## config.mk

```make
export PLATFORM = sky130hd
export DESIGN_NAME = conv_skew_feeder
export DESIGN_NICKNAME = d
export VERILOG_FILES = /design/src/rtl/conv_skew_feeder.sv
export SDC_FILE = /design/constraint.sdc
export NUM_CORES = 1
export LEC_CHECK = 0
export BUFFER_PORTS_ARGS = -buffer_cell sky130_fd_sc_hd__buf_4
export CAP_MARGIN = 20
export CORE_MARGIN = 2
export CORE_UTILIZATION = 41
export CTS_CLUSTER_SIZE = 16
export DETAILED_ROUTE_END_ITERATION = 12
export PLACE_DENSITY_LB_ADDON = 0.05
export SLEW_MARGIN = 5
export SYNTH_ARGS = -nofsm -noshare
export SYNTH_HDL_FRONTEND = slang
export SYNTH_SLANG_ARGS = --single-unit
```

## constraint.sdc

```tcl
create_clock -name clk -period 7.57 [get_ports clk]
set_clock_uncertainty 0.15 [all_clocks]
set_input_delay 1.514 -clock clk [delete_from_list [all_inputs] [get_ports clk]]
set_output_delay 1.514 -clock clk [all_outputs]
set_load 0.05 [all_outputs]
```

## src/rtl/conv_skew_feeder.sv

```systemverilog
// conv_skew_feeder: diagonal row-skew feeder broadcasting kernel-height vectors to SA_UNITS array units.
// Define CONV_SKEW_SAME_PAD_EN to add one leading and one trailing zero column per sweep.
module conv_skew_feeder #(
  parameter int DATA_WIDTH  = 16,
  parameter int KERNEL_SIZE = 3,
  parameter int SA_UNITS    = 4,
  parameter int MAX_LEN     = 64,
  parameter int LEN_W       = $clog2(MAX_LEN + 1)
) (
  input  logic                                                 clk,
  input  logic                                                 rst_n,
  input  logic                                                 start,
  input  logic [LEN_W-1:0]                                     cfg_len,
  input  logic                                                 abort,
  output logic                                                 busy,
  input  logic                                                 in_valid,
  output logic                                                 in_ready,
  input  logic [KERNEL_SIZE-1:0][DATA_WIDTH-1:0]               in_col,
  output logic                                                 out_valid,
  input  logic                                                 out_ready,
  output logic                                                 out_last,
  output logic [SA_UNITS-1:0][KERNEL_SIZE-1:0][DATA_WIDTH-1:0] out_data
);
  localparam int STEP_W = $clog2(MAX_LEN + 2*KERNEL_SIZE + 1);
`ifdef CONV_SKEW_SAME_PAD_EN
  localparam int OFS = 1;
`else
  localparam int OFS = 0;
`endif
  localparam logic [STEP_W-1:0] TAIL = STEP_W'(2*OFS + 2*(KERNEL_SIZE-1));

  typedef enum logic [1:0] {IDLE, FILL, FLUSH} state_t;

  state_t                                  r_state;
  logic [LEN_W-1:0]                        r_len;
  logic [STEP_W-1:0]                       r_step;
  logic                                    r_out_valid;
  logic                                    r_out_last;
  logic [KERNEL_SIZE-1:0][DATA_WIDTH-1:0]  r_out_vec;
  logic                                    w_adv;
  logic                                    w_need_in;
  logic                                    w_avail;
  logic                                    w_step;
  logic                                    w_start;
  logic                                    w_abort;
  logic                                    w_clr;
  logic [STEP_W-1:0]                       w_total;
  logic [STEP_W-1:0]                       w_last_step;
  logic [STEP_W-1:0]                       w_fill_end;
  logic [KERNEL_SIZE-1:0][DATA_WIDTH-1:0]  w_col;
  logic [KERNEL_SIZE-1:0][DATA_WIDTH-1:0]  w_lane;

  assign w_total     = STEP_W'(r_len) + TAIL;
  assign w_last_step = w_total - STEP_W'(1);
  assign w_fill_end  = STEP_W'(r_len) + STEP_W'(OFS - 1);
`ifdef CONV_SKEW_SAME_PAD_EN
  // step 0 of a padded sweep is the internal leading zero column
  assign w_need_in   = (r_state == FILL) && (r_step != '0);
`else
  assign w_need_in   = (r_state == FILL);
`endif
  assign w_abort     = abort && (r_state != IDLE);
  assign w_start     = (r_state == IDLE) && start && (cfg_len != '0);
  assign w_clr       = w_start || w_abort;
  assign w_adv       = !r_out_valid || out_ready;
  assign w_avail     = (r_state == FILL) ? (!w_need_in || in_valid) : (r_state == FLUSH) && (r_step != w_total);
  assign w_step      = w_adv && w_avail && !w_abort;
  assign w_col       = w_need_in ? in_col : '0;
  assign w_lane[0]   = w_col[0];

  for (genvar i = 1; i < KERNEL_SIZE; i++) begin : g_lane
    logic [i-1:0][DATA_WIDTH-1:0] r_sr;
    always_ff @(posedge clk or negedge rst_n)
      if (!rst_n) r_sr <= '0;
      else if (w_clr) r_sr <= '0;
      else if (w_step) begin
        for (int k = i - 1; k > 0; k--) r_sr[k] <= r_sr[k-1];
        r_sr[0] <= w_col[i];
      end
    assign w_lane[i] = r_sr[i-1];
  end

  always_ff @(posedge clk or negedge rst_n)
    if (!rst_n) begin
      r_state     <= IDLE;
      r_len       <= '0;
      r_step      <= '0;
      r_out_valid <= 1'b0;
      r_out_last  <= 1'b0;
      r_out_vec   <= '0;
    end else if (w_abort) begin
      r_state     <= IDLE;
      r_step      <= '0;
      r_out_valid <= 1'b0;
      r_out_last  <= 1'b0;
      r_out_vec   <= '0;
    end else if (w_start) begin
      r_state     <= FILL;
      r_len       <= (cfg_len > LEN_W'(MAX_LEN)) ? LEN_W'(MAX_LEN) : cfg_len;
      r_step      <= '0;
      r_out_valid <= 1'b0;
      r_out_last  <= 1'b0;
      r_out_vec   <= '0;
    end else begin
      if (w_step) begin
        r_out_vec   <= w_lane;
        r_out_valid <= 1'b1;
        r_out_last  <= (r_step == w_last_step);
        r_step      <= r_step + STEP_W'(1);
      end else if (out_ready) begin
        r_out_valid <= 1'b0;
        r_out_last  <= 1'b0;
      end
      if (r_state == FILL && w_step && r_step == w_fill_end) r_state <= FLUSH;
      if (r_state == FLUSH && r_out_valid && r_out_last && out_ready) r_state <= IDLE;
    end

  assign busy      = (r_state != IDLE);
  assign in_ready  = w_need_in && w_adv && !w_abort;
  assign out_valid = r_out_valid;
  assign out_last  = r_out_last;

  for (genvar u = 0; u < SA_UNITS; u++) begin : g_bcast
    assign out_data[u] = r_out_vec;
  end
endmodule

```

==> out/metrics.yaml, run 1 <==
area_delta_synth_final_pct: 23.3
die-area_sq_mm: 0.0165
io_pins: 257
clk_latency_ns: 0.40
drv_slew: 0
synthTopCellsByArea: "dfrtp_1 (45%), buf_4 (17%), mux2i_1 (8.7%)"
die_w_microns: 129
p_switching_w: 0.000647
wl_mm: 13.9
pwr-share-seq_pct: 36.5
tritoncts.num_buffers: 17
dr_total_vias: 4401
dpl_cell_area_sq_mm: 0.00730
vias_per_cell: 4.79
total_power_w: 0.00192
slew_headroom_pct: 31.6
grt_start_max_net_pins: 63
yosysSeqAreaShare_pct: 44.9
rows: 45
antenna_found_initial: 0
power_per_cell_area_mw_per_mm2: 245
p_sw_share_pct: 33.7
hpwl_mm: 9.46
fill_cells: 1379
fin_crit_ns: 3.94
start_kind: "input pin"
pwr-share-comb_pct: 26.5
crit_type: "in -> out"
max_freq_mhz: 254
dieHeight_microns: 129
first_global_vias: 4198
synth-edff-count: 0
grt_pass1_wl_mm: 21.4
worst_pin_slew_ns: 1.02
nets: 785
io_buffer_count: 256
hold_path_class: "reg -> reg"
avgSynthCellArea_sq_um: 10.4
slowest_delay_ns: 0.22
ys_types: 52
cts_tree: "done"
drive_above_1_share_pct: 41.0
crit_arrival_ns: 2.28
ys_ff_latch: 114
status: "finished clean"
hold_buffers: 0
synth.top_cell.area_share_pct: 44.9
syn_nets: 677
avgRoutedWirePerCell_microns: 15.2
rsz0062_at_grt: "false"
synth_area_sq_mm: 0.00636
htreeDepth: 4
critPathMaxFanout: 4
setup_tns_ns: 0
grt_overflow: 0
initial_core_util_pct: 41.8
finalHoldViolCount: 0
drcViolationCount: 0
postCtsSetupRepairBufs: 0
clock-sinks: 114
p_int_w: 0.00127
fin_area_sq_mm: 0.00784
crit_family: "simple AND/OR/NAND/NOR gates"
setup_violations: 0
gr-usage-all-layers_pct: 16.7
pwr-share-clk_pct: 37.0
cts_buffer_depth: 2
finalCritPeriodShare_pct: 52.1
core_area_sq_mm: 0.0152
synth_flop_cell: "dfrtp_1"
yosys_warnings: 0
ant_nets: 0
ctsResizeCount: 0
drt_iter0_drc: 190
synth_top_area_cell: "dfrtp_1"
antennaDiodeCount: 0
first_pass_iters: 4
clockRootBuffer: "clkbuf_16"
async_flop_share_pct: 100
place.gp.congestion: 0.803
crit_buf_inv: 2
clk_pin_slew_worst_paths_ns: 0.05
cellLeakagePower_nw: 4.26
slowest_stage: "buf_4"
required_ns: 5.91
ir_drop_uv: 159
end_kind: "output pin"
cap_violations: 0
path_cells: "buf_4 -> nand2b_1 -> nor3_1 -> buf_4"
synthCells: 611
cp_common_cell: "buf_4"
through the flow:
step	std cells	setup WS [ns]	hold WS, ns	utilization (%)
floorplan	611	3.10	0.316	-
global route	919	3.42	0.363	51.5
CTS	918	3.59	0.351	51.5
finish	919	3.63	0.344	51.5
detailed placement	887	3.16	0.332	48.0
global placement	887	3.20	0.332	48.0
kinds of logic (layout without fill, tap and decap cells):
kind of cell | count (synthesis) | after routing | share of synthesized area (%)
XOR/XNOR | 22 | 22 | 3.50
buffers and inverters | 228 | 348 | 23.2
AND/OR/NAND/NOR | 112 | 112 | 9.00
adder cells (fa/ha/maj) | 5 | 5 | 0.984
AO/OA/AOI/OAI | 74 | 74 | 9.63
multiplexers | 56 | 56 | 8.84
flip-flops | 114 | 114 | 44.9
state kept, by name, summed over array words and instances (netlist names):
register / flops
g_lane.r_sr: 48
out_data: 48
out_last: 1
out_valid: 1
r_len: 7
r_state: 2
r_step: 7
per-layer routing:
metal  share of wire [%]  GRT usage (%)  up-vias
met5                   0              0        -
met1                  43           21.1     2120
met3                 6.2           5.11       10
met4                0.50           3.90        0
li1                    -              -     2087
met2                  50           28.2      184
path summary, 6_finish.rpt:
kind,startpoint,end,slack (ns),cells after the start
min in group asynchronous,rst_n,r_len[2]$_DFFE_PN0P_,1.05,1
hold reg to reg,g_lane[2].r_sr[15]$_DFFE_PN0P_,g_lane[2].r_sr[15]$_DFFE_PN0P_,0.34,1
setup / recovery,abort,in_ready,3.63,4
setup reg to reg,r_len[2]$_DFFE_PN0P_,out_data[16]$_DFFE_PN0P_,3.92,7
hold / removal,g_lane[2].r_sr[15]$_DFFE_PN0P_,g_lane[2].r_sr[15]$_DFFE_PN0P_,0.34,1
max in group asynchronous,rst_n,out_data[3]$_DFFE_PN0P_,5.01,2
cells in the mapped netlist (5+ instances only):
cell	n
mux2i_1	55
nor3_1	5
nor2b_1	5
buf_2	5
nor2_1	5
inv_1	55
nand3_1	10
buf_4	146
xor2_1	6
nand2_1	63
xnor2_1	13
dfrtp_1	114
a22o_1	47
buf_6	8
clkbuf_1	12
ha_1	5
o21ai_0	5
placed cells by master, fill, tap and decap left out, drive strengths merged, types with 3 or more instances in the layout:
cell type	n
nand3b	4
nor2b	5
and2	3
nand2b	3
buf	261
a21oi	4
ha	5
a22o	47
nand3	10
inv	55
nor4b	4
dfrtp	114
a21o	3
o21ai	5
xnor2	13
nor2	5
xor2	8
nand2	63
nor3	5
mux2i	55
clkbuf	28
final cells by class:
| class | instances | area (sq um) | share of cell area (%) |
|---|---|---|---|
| flip-flops and latches | 114 | 2850 | 36.4 |
| multi-input cells | 269 | 2050 | 26.2 |
| repair buffers | 262 | 1960 | 25.1 |
| clock buffers | 27 | 503 | 6.42 |
| well taps | 188 | 235 | 3.00 |
| inverters | 55 | 206 | 2.63 |
| clock inverters | 4 | 25.0 | 0.319 |
power by group through the flow:
stage	Combinational, W	Clock (W)	Sequential, W
2_1_floorplan	0.000375	0	0.000741
3_3_place_gp	0.000509	0	0.000709
3_5_place_dp	0.000515	0	0.000709
4_1_cts	0.000515	0.000727	0.000700
5_1_grt	0.000542	0.000761	0.000707
6_report	0.000509	0.000710	0.000700
Power figures use the tool's default switching activity.
==> run 2: changes to the inputs <==
==> constraint.sdc (replaced) <==
create_clock -name clk -period 3.55 [get_ports clk]
set_clock_uncertainty 0.15 [all_clocks]
set_input_delay 0.71 -clock clk [delete_from_list [all_inputs] [get_ports clk]]
set_output_delay 0.71 -clock clk [all_outputs]
set_load 0.05 [all_outputs]
==> run 2 against run 1 <==
Net effect:
- clock power rose by 120%
- critical path depth rose by 3
- power up 120%
- critical endpoint is now out_data[25]$_DFFE_PN0P_
- highest routed layer unchanged
==> out/metrics.yaml, run 2 (synthesized netlist as in run 1, its figures left out) <==
status: "finished clean"
first_global_vias: 4314
crit_arrival_ns: 3.07
cellLeakagePower_nw: 4.30
gr-usage-all-layers_pct: 17.5
antennaDiodeCount: 0
grt_start_max_net_pins: 53
htreeDepth: 4
dr_total_vias: 4485
rows: 45
seq_area_sq_mm: 0.00285
place.gp.congestion: 0.793
rrSetupSlack_ns: 0.66
cts_buffer_depth: 2
r2r_end: "out_data[25]$_DFFE_PN0P_"
fin_crit_ns: 2.89
final_common_cell: "buf_4"
required_ns: 3.73
cts_tree: "done"
path_cells: "ha_1 -> o21ba_2 -> a221oi_1 -> o211ai_1 -> a21oi_4 -> buf_4 -> mux2i_1"
hold_buffers: 0
area_delta_synth_final_pct: 24.3
setup_tns_ns: 0
io_buffer_count: 256
hpwl_mm: 10.1
nets: 790
fin_cells: 925
io_pins: 257
clockRootBuffer: "clkbuf_16"
clock-sinks: 114
cap_violations: 0
worst_pin_slew_ns: 0.960
crit_family: "compound AO/OA/AOI/OAI gates"
slowest_stage: "buf_4"
crit_type: "reg -> reg"
start_kind: "flop"
vias_per_cell: 4.85
ant_nets: 0
drv_slew: 0
final_cell_mix: "buf_4 (267), dfrtp_1 (114), nand2_1 (63)"
finalHoldViolCount: 0
slowest_delay_ns: 0.50
setup_violations: 0
r2r_start: "r_len[2]$_DFFE_PN0P_"
initial_core_util_pct: 41.8
wl_mm: 14.3
max_freq_mhz: 346
finalCritPeriodShare_pct: 81.3
hold_path_class: "in -> async"
postCtsSetupRepairBufs: 0
ir_drop_uv: 310
antenna_found_initial: 0
clk_pin_slew_worst_paths_ns: 0.05
ctsResizeCount: 0
drcViolationCount: 0
power_per_cell_area_mw_per_mm2: 529
end_kind: "flop"
avgRoutedWirePerCell_microns: 15.5
first_pass_iters: 4
clk_latency_ns: 0.41
die_w_microns: 129
fill_cells: 1393
crit_buf_inv: 1
reg2reg_depth: 7
dieHeight_microns: 129
rsz0062_at_grt: "false"
drt_iter0_drc: 220
grt_pass1_wl_mm: 22.4
tritoncts.num_buffers: 17
dp.cells: 893
core_area_sq_mm: 0.0152
drive_above_1_share_pct: 41.9
post-route-util_pct: 52.0
whs_ns: 0.181
slew_headroom_pct: 35.1
grt_overflow: 0
multiInputGateArea_sq_mm: 0.00205
critPathMaxFanout: 33
die-area_sq_mm: 0.0165
-- run 2: layer usage --
| metal | GRT usage (%) | part of all wire (%) | up-vias |
|---|---|---|---|
| li1 | - | - | 2100 |
| met1 | 22.7 | 45 | 2185 |
| met2 | 28.6 | 48 | 185 |
| met3 | 4.99 | 6.3 | 15 |
| met4 | 5.05 | 0.84 | 0 |
| met5 | 0 | 0 | - |
-- run 2: how the worst max path moves through the flow --
stage	startpoint	endpoint	slack, ns	cells after the start
after floorplan	abort	in_ready	0.69	2
after global placement	out_ready	g_lane[2].r_sr[8]$_DFFE_PN0P_	0.65	7
after detailed placement	out_ready	g_lane[2].r_sr[2]$_DFFE_PN0P_	0.52	7
after CTS	r_len[2]$_DFFE_PN0P_	out_data[27]$_DFFE_PN0P_	0.65	7
after global routing	r_len[2]$_DFFE_PN0P_	g_lane[2].r_sr[16]$_DFFE_PN0P_	0.44	7
final	r_len[2]$_DFFE_PN0P_	out_data[25]$_DFFE_PN0P_	0.66	7
-- run 2: report_power, final --
group	switching, W	leakage (nW)	total [W]	internal [W]
clock	0.000592	0.273	0.00158	0.000991
sequential	0.000100	1.56	0.00149	0.00139
combinational	0.000729	2.47	0.00110	0.000370
total	0.00142	4.30	0.00417	0.00275
-- run 2: worst register-to-register path, cell delays in order (launching register included) --
cell and delay, ns:
dfrtp_1 0.47, ha_1 0.34, o21ba_2 0.22, a221oi_1 0.39, o211ai_1 0.25, a21oi_4 0.20
buf_4 0.50, mux2i_1 0.29
-- run 2: final cells by class --
type | count | area share (%)
clock inverter | 10 | 1.08
tap | 188 | 2.98
clock buffer | 22 | 5.88
multi-input combinational | 269 | 26.0
sequential | 114 | 36.1
inverter | 55 | 2.61
timing repair buffer | 267 | 25.4
-- run 2: stage by stage --
step,power (W),setup WS (ns),cell area [sq um]
after floorplan,0.00238,0.689,6360
after global placement,0.00261,0.654,7350
after detailed placement,0.00262,0.522,7350
after CTS,0.00422,0.652,7900
after global routing,0.00436,0.443,7900
final,0.00417,0.664,7900
==> run 3: changes to the inputs <==
==> constraint.sdc (replaced) <==
create_clock -name clk -period 2.5 [get_ports clk]
set_clock_uncertainty 0.15 [all_clocks]
set_input_delay 0.5 -clock clk [delete_from_list [all_inputs] [get_ports clk]]
set_output_delay 0.5 -clock clk [all_outputs]
set_load 0.05 [all_outputs]
==> run 3 against run 2 <==
Net effect:
- core utilization up 2.6 points
- non-clock buffer count up 21
- critical path depth up 3
- critical path type unchanged
- largest cell class unchanged
==> out/metrics.yaml, run 3 (synthesized netlist as in run 1, its figures left out) <==
fill_cells: 1336
die_w_microns: 129
tritoncts.num_buffers: 17
place.gp.congestion: 0.798
clk_pin_slew_worst_paths_ns: 0.05
status: "finished clean"
reg2reg_depth: 10
vias_per_cell: 4.72
hpwl_mm: 9.86
die-area_sq_mm: 0.0165
multiInputGateArea_sq_mm: 0.00210
seq_area_sq_mm: 0.00285
antenna_found_initial: 0
crit_arrival_ns: 2.57
critPathMaxFanout: 11
rows: 45
required_ns: 2.67
finalHoldViolCount: 0
drcViolationCount: 0
pwr-share-seq_pct: 33.6
initial_core_util_pct: 41.8
pwr-share-comb_pct: 27.5
grt_start_max_net_pins: 67
dieHeight_microns: 129
p_sw_share_pct: 32.6
max_freq_mhz: 416
dr_total_vias: 4466
r2r_end: "out_data[35]$_DFFE_PN0P_"
cap_violations: 0
drive_above_1_share_pct: 44.5
final_cell_mix: "buf_4 (274), dfrtp_1 (114), nand2_1 (63)"
clock-sinks: 114
cts_buffer_depth: 2
finalCritPeriodShare_pct: 96.1
final_common_cell: "buf_4"
ir_drop_uv: 510
clockRootBuffer: "clkbuf_16"
htreeDepth: 4
first_global_vias: 4205
start_kind: "flop"
nets: 811
wl_mm: 14.5
startpoint: "r_len[3]$_DFFE_PN0P_"
antennaDiodeCount: 0
hold_path_class: "in -> reg"
fin_crit_ns: 2.40
slew_headroom_pct: 67.5
total_power_w: 0.00625
area_delta_synth_final_pct: 30.4
drv_slew: 0
crit_type: "reg -> reg"
gr-usage-all-layers_pct: 16.5
avgRoutedWirePerCell_microns: 15.3
grt_overflow: 0
cellLeakagePower_nw: 4.46
p_switching_w: 0.00204
drt_iter0_drc: 202
worst_pin_slew_ns: 0.482
power_per_cell_area_mw_per_mm2: 755
clk_latency_ns: 0.41
first_pass_iters: 4
ant_nets: 0
pwr-share-clk_pct: 38.9
cts_tree: "done"
core_area_sq_mm: 0.0152
setup_tns_ns: 0
io_pins: 257
crit_end: "out_data[35]$_DFFE_PN0P_"
post-route-util_pct: 54.5
setup_violations: 0
p_int_w: 0.00422
io_buffer_count: 256
rrSetupSlack_ns: 0.1
grt_pass1_wl_mm: 21.2
end_kind: "flop"
r2r_start: "r_len[3]$_DFFE_PN0P_"
run 3: layout make-up:
type	count	share of cell area [%]
clock inverters	10	1.60
inverters	55	2.49
repair buffers	288	27.7
flip-flops and latches	114	34.4
clock buffers	22	5.60
multi-input cells	269	25.3
well taps	188	2.84
run 3: layer usage:
metal	vias up	part of all wire [%]	GRT usage, %
met5	-	0	0
li1	2133	-	-
met4	0	0.50	4.03
met1	2157	43	20.0
met2	166	51	29.0
met3	10	5.6	4.86
run 3: through the flow:
step | setup slack (ns) | cell area, sq um | instances | hold WS [ns]
after floorplan | 0.0664 | 6360 | 611 | 0.0544
after global placement | 0.0258 | 7530 | 908 | 0.241
after CTS | 0.0330 | 8140 | 941 | 0.137
after global routing | -0.0219 | 8290 | 946 | 0.140
after detailed placement | -0.0167 | 7530 | 908 | 0.244
final | 0.0973 | 8290 | 946 | 0.163
run 3: what timing repair did:
item                                    in CTS  in global routing
setup buffers                                0                  2
pin swaps                                    1                  4
hold endpoints to repair                    15                  0
endpoints found under the setup margin      38                103
cloned                                       0                  3
hold buffers                                 1                  0
resized for setup                            2                 15
run 3: power by group through the flow:
stage | combinational (W) | clock (W) | sequential [W]
final | 0.00172 | 0.00243 | 0.00210
after global routing | 0.00183 | 0.00258 | 0.00212
after CTS | 0.00166 | 0.00250 | 0.00210
after detailed placement | 0.00165 | 0 | 0.00213
after global placement | 0.00164 | 0 | 0.00213
after floorplan | 0.00114 | 0 | 0.00224
run 3: how the worst min path moves through the flow:
stage	start	end	slack (ns)	cells after the start
finish	in_col[32]	g_lane[2].r_sr[0]$_DFFE_PN0P_	0.16	2
global route	in_col[32]	g_lane[2].r_sr[0]$_DFFE_PN0P_	0.14	2
CTS	in_col[32]	g_lane[2].r_sr[0]$_DFFE_PN0P_	0.14	2
detailed placement	rst_n	r_len[0]$_DFFE_PN0P_	0.24	1
global placement	rst_n	r_len[0]$_DFFE_PN0P_	0.24	1
floorplan	rst_n	g_lane[1].r_sr[0]$_DFFE_PN0P_	0.05	0
run 3: critical path: stages, from the launching register on:
cell	delay, ns
dfrtp_1	0.40
buf_4	0.17
inv_1	0.12
ha_4	0.23
xnor2_2	0.13
and4_1	0.22
o211ai_1	0.17
a21oi_4	0.22
buf_12	0.16
buf_12	0.16
mux2i_2	0.20
